[src/rtl/pwm_capture.sv]
// PWM capture: measures period and high time of an asynchronous PWM input in clk cycles.
// Optional glitch filter enabled by defining PWM_CAPTURE_FILT_EN.
module pwm_capture #(
    parameter int CNT_W       = 8,
    parameter int SYNC_STAGES = 2,
    parameter int FILT_LEN    = 3
) (
    input  logic             clk,
    input  logic             rst_n,
    input  logic             en,
    input  logic             pwm_in,
    output logic [CNT_W-1:0] period_out,
    output logic [CNT_W-1:0] high_out,
    output logic             meas_valid,
    output logic             timeout,
    output logic             stuck_level
);

    typedef enum logic [1:0] {
        IDLE = 2'd0,
        HIGH = 2'd1,
        LOW  = 2'd2
    } state_t;

    // Unsupported configurations elaborate to nothing extra; the chain below assumes >= 2 stages.
    if (SYNC_STAGES < 2 || SYNC_STAGES > 4 || FILT_LEN < 1) begin : g_param_range
    end

    logic [SYNC_STAGES-1:0] r_sync;
    logic                   w_sync;
    logic                   w_level;
    logic                   r_s_d;
    logic                   w_rise;
    logic                   w_fall;

    state_t                 r_state;
    state_t                 w_state_nxt;
    logic [CNT_W-1:0]       r_cnt;
    logic [CNT_W-1:0]       w_cnt_nxt;
    logic [CNT_W-1:0]       r_high_hold;
    logic [CNT_W-1:0]       w_high_hold_nxt;
    logic                   w_sat;
    logic                   w_report;
    logic                   w_timeout;

    always_ff @(posedge clk or negedge rst_n) begin
        if (!rst_n) begin
            r_sync <= '0;
        end else begin
            r_sync <= {r_sync[SYNC_STAGES-2:0], pwm_in};
        end
    end

    assign w_sync = r_sync[SYNC_STAGES-1];

`ifdef PWM_CAPTURE_FILT_EN
    localparam int FW = $clog2(FILT_LEN + 1);

    logic [FW-1:0] r_filt_cnt;
    logic          r_filt;

    // Level flips only once the synchronized input has disagreed for FILT_LEN consecutive cycles.
    always_ff @(posedge clk or negedge rst_n) begin
        if (!rst_n) begin
            r_filt_cnt <= '0;
            r_filt     <= 1'b0;
        end else if (w_sync == r_filt) begin
            r_filt_cnt <= '0;
        end else if (r_filt_cnt == FW'(FILT_LEN - 1)) begin
            r_filt_cnt <= '0;
            r_filt     <= w_sync;
        end else begin
            r_filt_cnt <= r_filt_cnt + 1'b1;
        end
    end

    assign w_level = r_filt;
`else
    assign w_level = w_sync;
`endif

    always_ff @(posedge clk or negedge rst_n) begin
        if (!rst_n) begin
            r_s_d <= 1'b0;
        end else begin
            r_s_d <= w_level;
        end
    end

    assign w_rise = w_level & ~r_s_d;
    assign w_fall = ~w_level & r_s_d;
    assign w_sat  = (r_cnt == '1);

    // cnt is 1 on the cycle after a rise, so at any later edge it equals cycles since that rise.
    always_comb begin
        w_state_nxt     = r_state;
        w_cnt_nxt       = r_cnt;
        w_high_hold_nxt = r_high_hold;
        w_report        = 1'b0;
        w_timeout       = 1'b0;

        if (!en) begin
            w_state_nxt = IDLE;
            w_cnt_nxt   = '0;
        end else begin
            case (r_state)
                IDLE: begin
                    w_cnt_nxt = '0;
                    if (w_rise) begin
                        w_cnt_nxt   = CNT_W'(1);
                        w_state_nxt = HIGH;
                    end
                end
                HIGH: begin
                    if (w_fall) begin
                        w_high_hold_nxt = r_cnt;
                        w_state_nxt     = LOW;
                        w_cnt_nxt       = w_sat ? r_cnt : r_cnt + 1'b1;
                    end else if (w_sat) begin
                        w_timeout   = 1'b1;
                        w_state_nxt = IDLE;
                        w_cnt_nxt   = '0;
                    end else begin
                        w_cnt_nxt = r_cnt + 1'b1;
                    end
                end
                LOW: begin
                    if (w_rise) begin
                        w_report    = 1'b1;
                        w_cnt_nxt   = CNT_W'(1);
                        w_state_nxt = HIGH;
                    end else if (w_sat) begin
                        w_timeout   = 1'b1;
                        w_state_nxt = IDLE;
                        w_cnt_nxt   = '0;
                    end else begin
                        w_cnt_nxt = r_cnt + 1'b1;
                    end
                end
                default: begin
                    w_state_nxt = IDLE;
                    w_cnt_nxt   = '0;
                end
            endcase
        end
    end

    always_ff @(posedge clk or negedge rst_n) begin
        if (!rst_n) begin
            r_state     <= IDLE;
            r_cnt       <= '0;
            r_high_hold <= '0;
        end else begin
            r_state     <= w_state_nxt;
            r_cnt       <= w_cnt_nxt;
            r_high_hold <= w_high_hold_nxt;
        end
    end

    always_ff @(posedge clk or negedge rst_n) begin
        if (!rst_n) begin
            period_out  <= '0;
            high_out    <= '0;
            meas_valid  <= 1'b0;
            timeout     <= 1'b0;
            stuck_level <= 1'b0;
        end else begin
            meas_valid <= w_report;
            timeout    <= w_timeout;
            if (w_report) begin
                period_out <= r_cnt;
                high_out   <= r_high_hold;
            end
            if (w_timeout) begin
                stuck_level <= w_level;
            end
        end
    end

endmodule

[config.mk]
export PLATFORM = sky130hd
export DESIGN_NAME = pwm_capture
export DESIGN_NICKNAME = d
export VERILOG_FILES = /design/src/rtl/pwm_capture.sv
export SDC_FILE = /design/constraint.sdc
export NUM_CORES = 1
export LEC_CHECK = 0
export ABC_CLOCK_PERIOD_IN_PS = 1670
export CELL_PAD_IN_SITES_DETAIL_PLACEMENT = 0
export CELL_PAD_IN_SITES_GLOBAL_PLACEMENT = 2
export CORE_MARGIN = 2
export CORE_UTILIZATION = 33
export DETAILED_ROUTE_END_ITERATION = 10
export PLACE_DENSITY_LB_ADDON = 0.1
export SYNTH_ARGS = -nofsm -noshare
export SYNTH_HDL_FRONTEND = slang
export SYNTH_SLANG_ARGS = --single-unit
[constraint.sdc]
create_clock -name clk -period 1.67 [get_ports clk]
set_clock_uncertainty 0.15 [all_clocks]
set_input_delay 0.167 -clock clk [delete_from_list [all_inputs] [get_ports clk]]
set_output_delay 0.167 -clock clk [all_outputs]
set_load 0.1 [all_outputs]
-- Word level (Yosys, flattened, before mapping)
Cells that the tools add are included.
- bits in registers: 40
- output and inout port bits: 19
- word-level logic and storage cells: 43
- add/sub/neg operators: 1
- equality and inequality tests: 5
- muxes and demuxes: 21
- bitwise logic cells: 4
- reduce and logical (&&, ||, !) cells: 2
- operators by type and width (kind ; number):
    $mux 8 ; 5
    $pmux 8 s3 ; 1
    $mux 2 ; 5
    $add 8x1->8 const B ; 1
    $eq 8x8->1 const B ; 1
    $mux 1 ; 8
    $pmux 2 s3 ; 1
    $ne 4x4->1 const B ; 1
    $ne 3x3->1 const B ; 1
    $reduce_and 3->1 ; 1
    $and 1x1->1 ; 2
    $eq 2x1->1 const B ; 1
    $eq 2x2->1 const B ; 1
    $logic_not 2->1 ; 1
    $not 1->1 ; 2
    $pmux 1 s2 ; 1

-- Longest topological paths before layout
- depth in word-level cells: 5
- depth in mapped cells: 6
- mapped depth without buffers: 6

-- Worst setup path after synthesis
OpenSTA, ideal clock, no wires.
- path type: register to register
- start: reg r_state[1]
- end: reg r_cnt[0]
- library setup time: 0.126 ns
- arrival: 1.524 ns
- required time: 1.394 ns
- setup slack: -0.130 ns
- cell stages (with the launch flop): 7
- buffers on the path: 0
- cell sequence: dfrtp_1 inv_1 ha_1 nand4b_1 or4_4 nor2_1 a21oi_1
- longest elaborated chain between the ends: 3
- elaborated cells between the ends (all ways): 6
- classes of those cells: 3 x eq/ne; 2 x mux; 1 x reduce/logical
- RTL lines (what ; line ; source):
    start: declaration ; 36 ; state_t r_state;
    start signal: assignment ; 154 ; r_state <= w_state_nxt;
    $eq 2x2->1, or another cell as far along ; 106 ; case (r_state)
    $pmux 8 s3 ; 106 ;
    $mux 8 ; 102 ; if (!en) begin
    end signal: assignment ; 155 ; r_cnt <= w_cnt_nxt;
    end: declaration ; 38 ; logic [CNT_W-1:0] r_cnt;
Parallel ways exist; a longest one is shown, timed or not.
A chain may end at the register's enable or synchronous reset.

-- Final worst setup path
- start: reg r_state[1]
- end: reg r_cnt[2]
The elaborated chain is that of the path after synthesis.

==> impl_results.md <==
- Synth top area share: 0.526
- Commonest cells post-synth: dfrtp_1, mux2_2, o21ai_0
- Clock power share: 0.340
- Share of cells above drive strength 1: 0.512
- Lkg Pwr: 1.32 nW
- CTS tree: yes
- WL final: 4340 µm
- Post-synth ARST share: 1.00
- Vias in the first global route: 1495
- Avg Cell Area, Syn: 12.3 µm²
- Detail Placement HPWL: 3320 µm
- Synthesized cell area: 1900 µm²
- Worst skew pair latency: 0.29 ns
- Core box area: 5540 µm²
- CTS sink count: 40
- Die area: 6390 µm²
- Synthesis-stage register bit count: 40
- Yosys cell types: 39
- Setup TNS: -1.11 ns
- GRT overflow: 0
- Sequential share of power: 0.567
- Gpl congestion: 0.899
- Worst slew pin tran: 0.401 ns
- Final setup fails: 24
- Ys Warns: 0
- Max-Cap Viols: 0
- Worst vdd ir: 0.275 mV
- Seq/Total Area, Yosys: 0.526
- Fin util: 0.515
- EDFF count, synth: 0
- Worst Path Max Fanout: 3
- # diodes: 0
- Crit start category: flip-flop
- Initial DRC count: 66
- Pin count of the biggest net entering global routing: 25
- Io pins: 23
- Worst setup EP type: flip-flop
- Final Critical Period: 1.75 ns
- Vias per inst: 4.89
- Total Power: 1.75 mW
- Synth area leader: dfrtp_1
- Root Driver: clkbuf_8
- Status: finished with violations
- Fin cells: 287
- P&R area growth vs syn: 50.0%
- DP Cell Count: 275
- Filler cells: 510
- Chip width: 79.9 µm
- Top FF cell, synth: dfrtp_1
- Slew Viols, Final: 0
- Sw frac: 0.236
- P per Cell Area: 614 nW/µm²
- Mapped Cells: 154
- CP Class: reg -> reg
- CTS clk-pin slew, worst paths: 0.08 ns
- Max_slew headroom: 0.733
- Final period utilization: 1.05
- Max H-tree Level: 2
- Antenna-violating nets left: 0
- Die H: 79.9 µm
- Combinational power share: 0.093
- Final worst setup slack: -0.0762 ns
- Failing checks: negative setup slack
- Min Hold Slack: 0.162 ns
- Switching pwr: 414 µW
- FMAX: 0.573 GHz
- Pre-Repair DR Iteration Count: 4
- Worst-case clock buffer depth: 2
- Antenna violations before repair: 0
- Count leader, synth: dfrtp_1
- Synth top area cells: dfrtp_1, mux2_2, mux2_4, ha_1, o21ai_0
- Port bufs: 22
- Worst path arrival time: 1.80 ns
- CTS Buf Count: 5
- Hold crit path type: in -> reg
- DRC Markers: 0
- Total GRT Usage: 0.154
- Worst EP required: 1.72 ns
- Row count: 27
- DR WL/cell: 15.1 µm
- Mapped Nets: 163
- Fin. Hold Viols: 0
- P_int: 1.34 mW
- Global-route wire length before repair: 7510 µm
- Vias: 1403
- RSZ-0062 raised after global routing: yes
- Final net count: 224
- Initial Util: 0.343
critical path: stages (launching register included):
cell	delay (ns)
dfrtp_1	0.41
buf_4	0.15
ha_1	0.20
nand2b_4	0.16
a211oi_4	0.22
buf_4	0.16
a41oi_1	0.13
o31ai_2	0.08
cell usage in the layout (no fill, tap or decap), types with 4 or more instances in the layout:
cell type / count
dfrtp_1: 39
buf_4: 32
buf_12: 22
mux2_2: 15
o21ai_0: 10
nand2_1: 8
nand3_1: 7
mux2_4: 6
inv_1: 5
a21oi_1: 5
nor2_1: 5
clkbuf_8: 5
a21oi_2: 4
what timing repair did:
| action | 4_1_cts | 5_1_grt |
|---|---|---|
| hold buffers | 1 | 0 |
| gates resized for setup | 11 | 5 |
| hold endpoints to repair | 40 | 0 |
| pin swaps | 3 | 0 |
| endpoints found under the setup margin | 25 | 28 |
| setup buffers | 3 | 1 |
routing by layer:
layer | global-route usage | share of wire | wire length (µm)
met1 | 0.198 | 0.44 | 1910
met2 | 0.255 | 0.51 | 2200
met3 | 0.0317 | 0.033 | 144
met4 | 0.0593 | 0.018 | 80
met5 | 0 | 0 | 0
worst paths after layout:
path | depth (start not counted) | startpoint | end | slack (ns)
worst max-delay path | 7 | r_state[1] | r_cnt[2] | -0.08
worst min-delay path | 1 | pwm_in | r_sync[0] | 0.16
worst max register to register | 7 | r_state[1] | r_cnt[2] | -0.08
worst min register to register | 0 | r_sync[0] | r_sync[1] | 0.20
max in group asynchronous | 3 | rst_n | r_state[0] | 0.70
min in group asynchronous | 2 | rst_n | high_out[0] | 0.20
cell type report:
class / count / area, µm² / area share
clock buffer: 6 / 72.6 / 0.0254
multi-input combinational: 103 / 941 / 0.330
timing repair buffer: 58 / 716 / 0.251
inverter: 7 / 26.3 / 0.00921
tap: 72 / 90.1 / 0.0316
sequential: 40 / 1000 / 0.351
clock inverter: 1 / 5.00 / 0.00175
kinds of logic after synthesis:
group,synth area share
AND/OR/NAND/NOR,0.145
buffers and inverters,0.0270
flip-flops,0.526
AO/OA/AOI/OAI,0.130
multiplexers,0.134
adder cells (fa/ha/maj),0.0329
XOR/XNOR,0.00461
power groups by stage:
stage | Sequential [mW] | Clock, mW | Combinational, mW
floorplan | 1.01 | 0 | 0.0648
global placement | 1.01 | 0 | 0.150
detailed placement | 1.01 | 0 | 0.151
CTS | 0.993 | 0.627 | 0.159
global route | 0.995 | 0.680 | 0.179
finish | 0.993 | 0.596 | 0.163
per-stage QoR:
stage | setup WS, ns | instance area (µm²)
after floorplan | -0.0251 | 1920
after global placement | -0.242 | 2660
after detailed placement | -0.228 | 2660
after CTS | -0.0759 | 2810
after global routing | -0.183 | 2850
final | -0.0762 | 2850
registers in the layout, summed over array words and instances, names as in the netlist:
| register | cells |
|---|---|
| stuck_level | 1 |
| r_sync | 2 |
| period_out | 8 |
| meas_valid | 1 |
| r_high_hold | 8 |
| r_s_d | 1 |
| r_state | 2 |
| high_out | 8 |
| r_cnt | 8 |
| timeout | 1 |
Power figures use the tool's default switching activity.
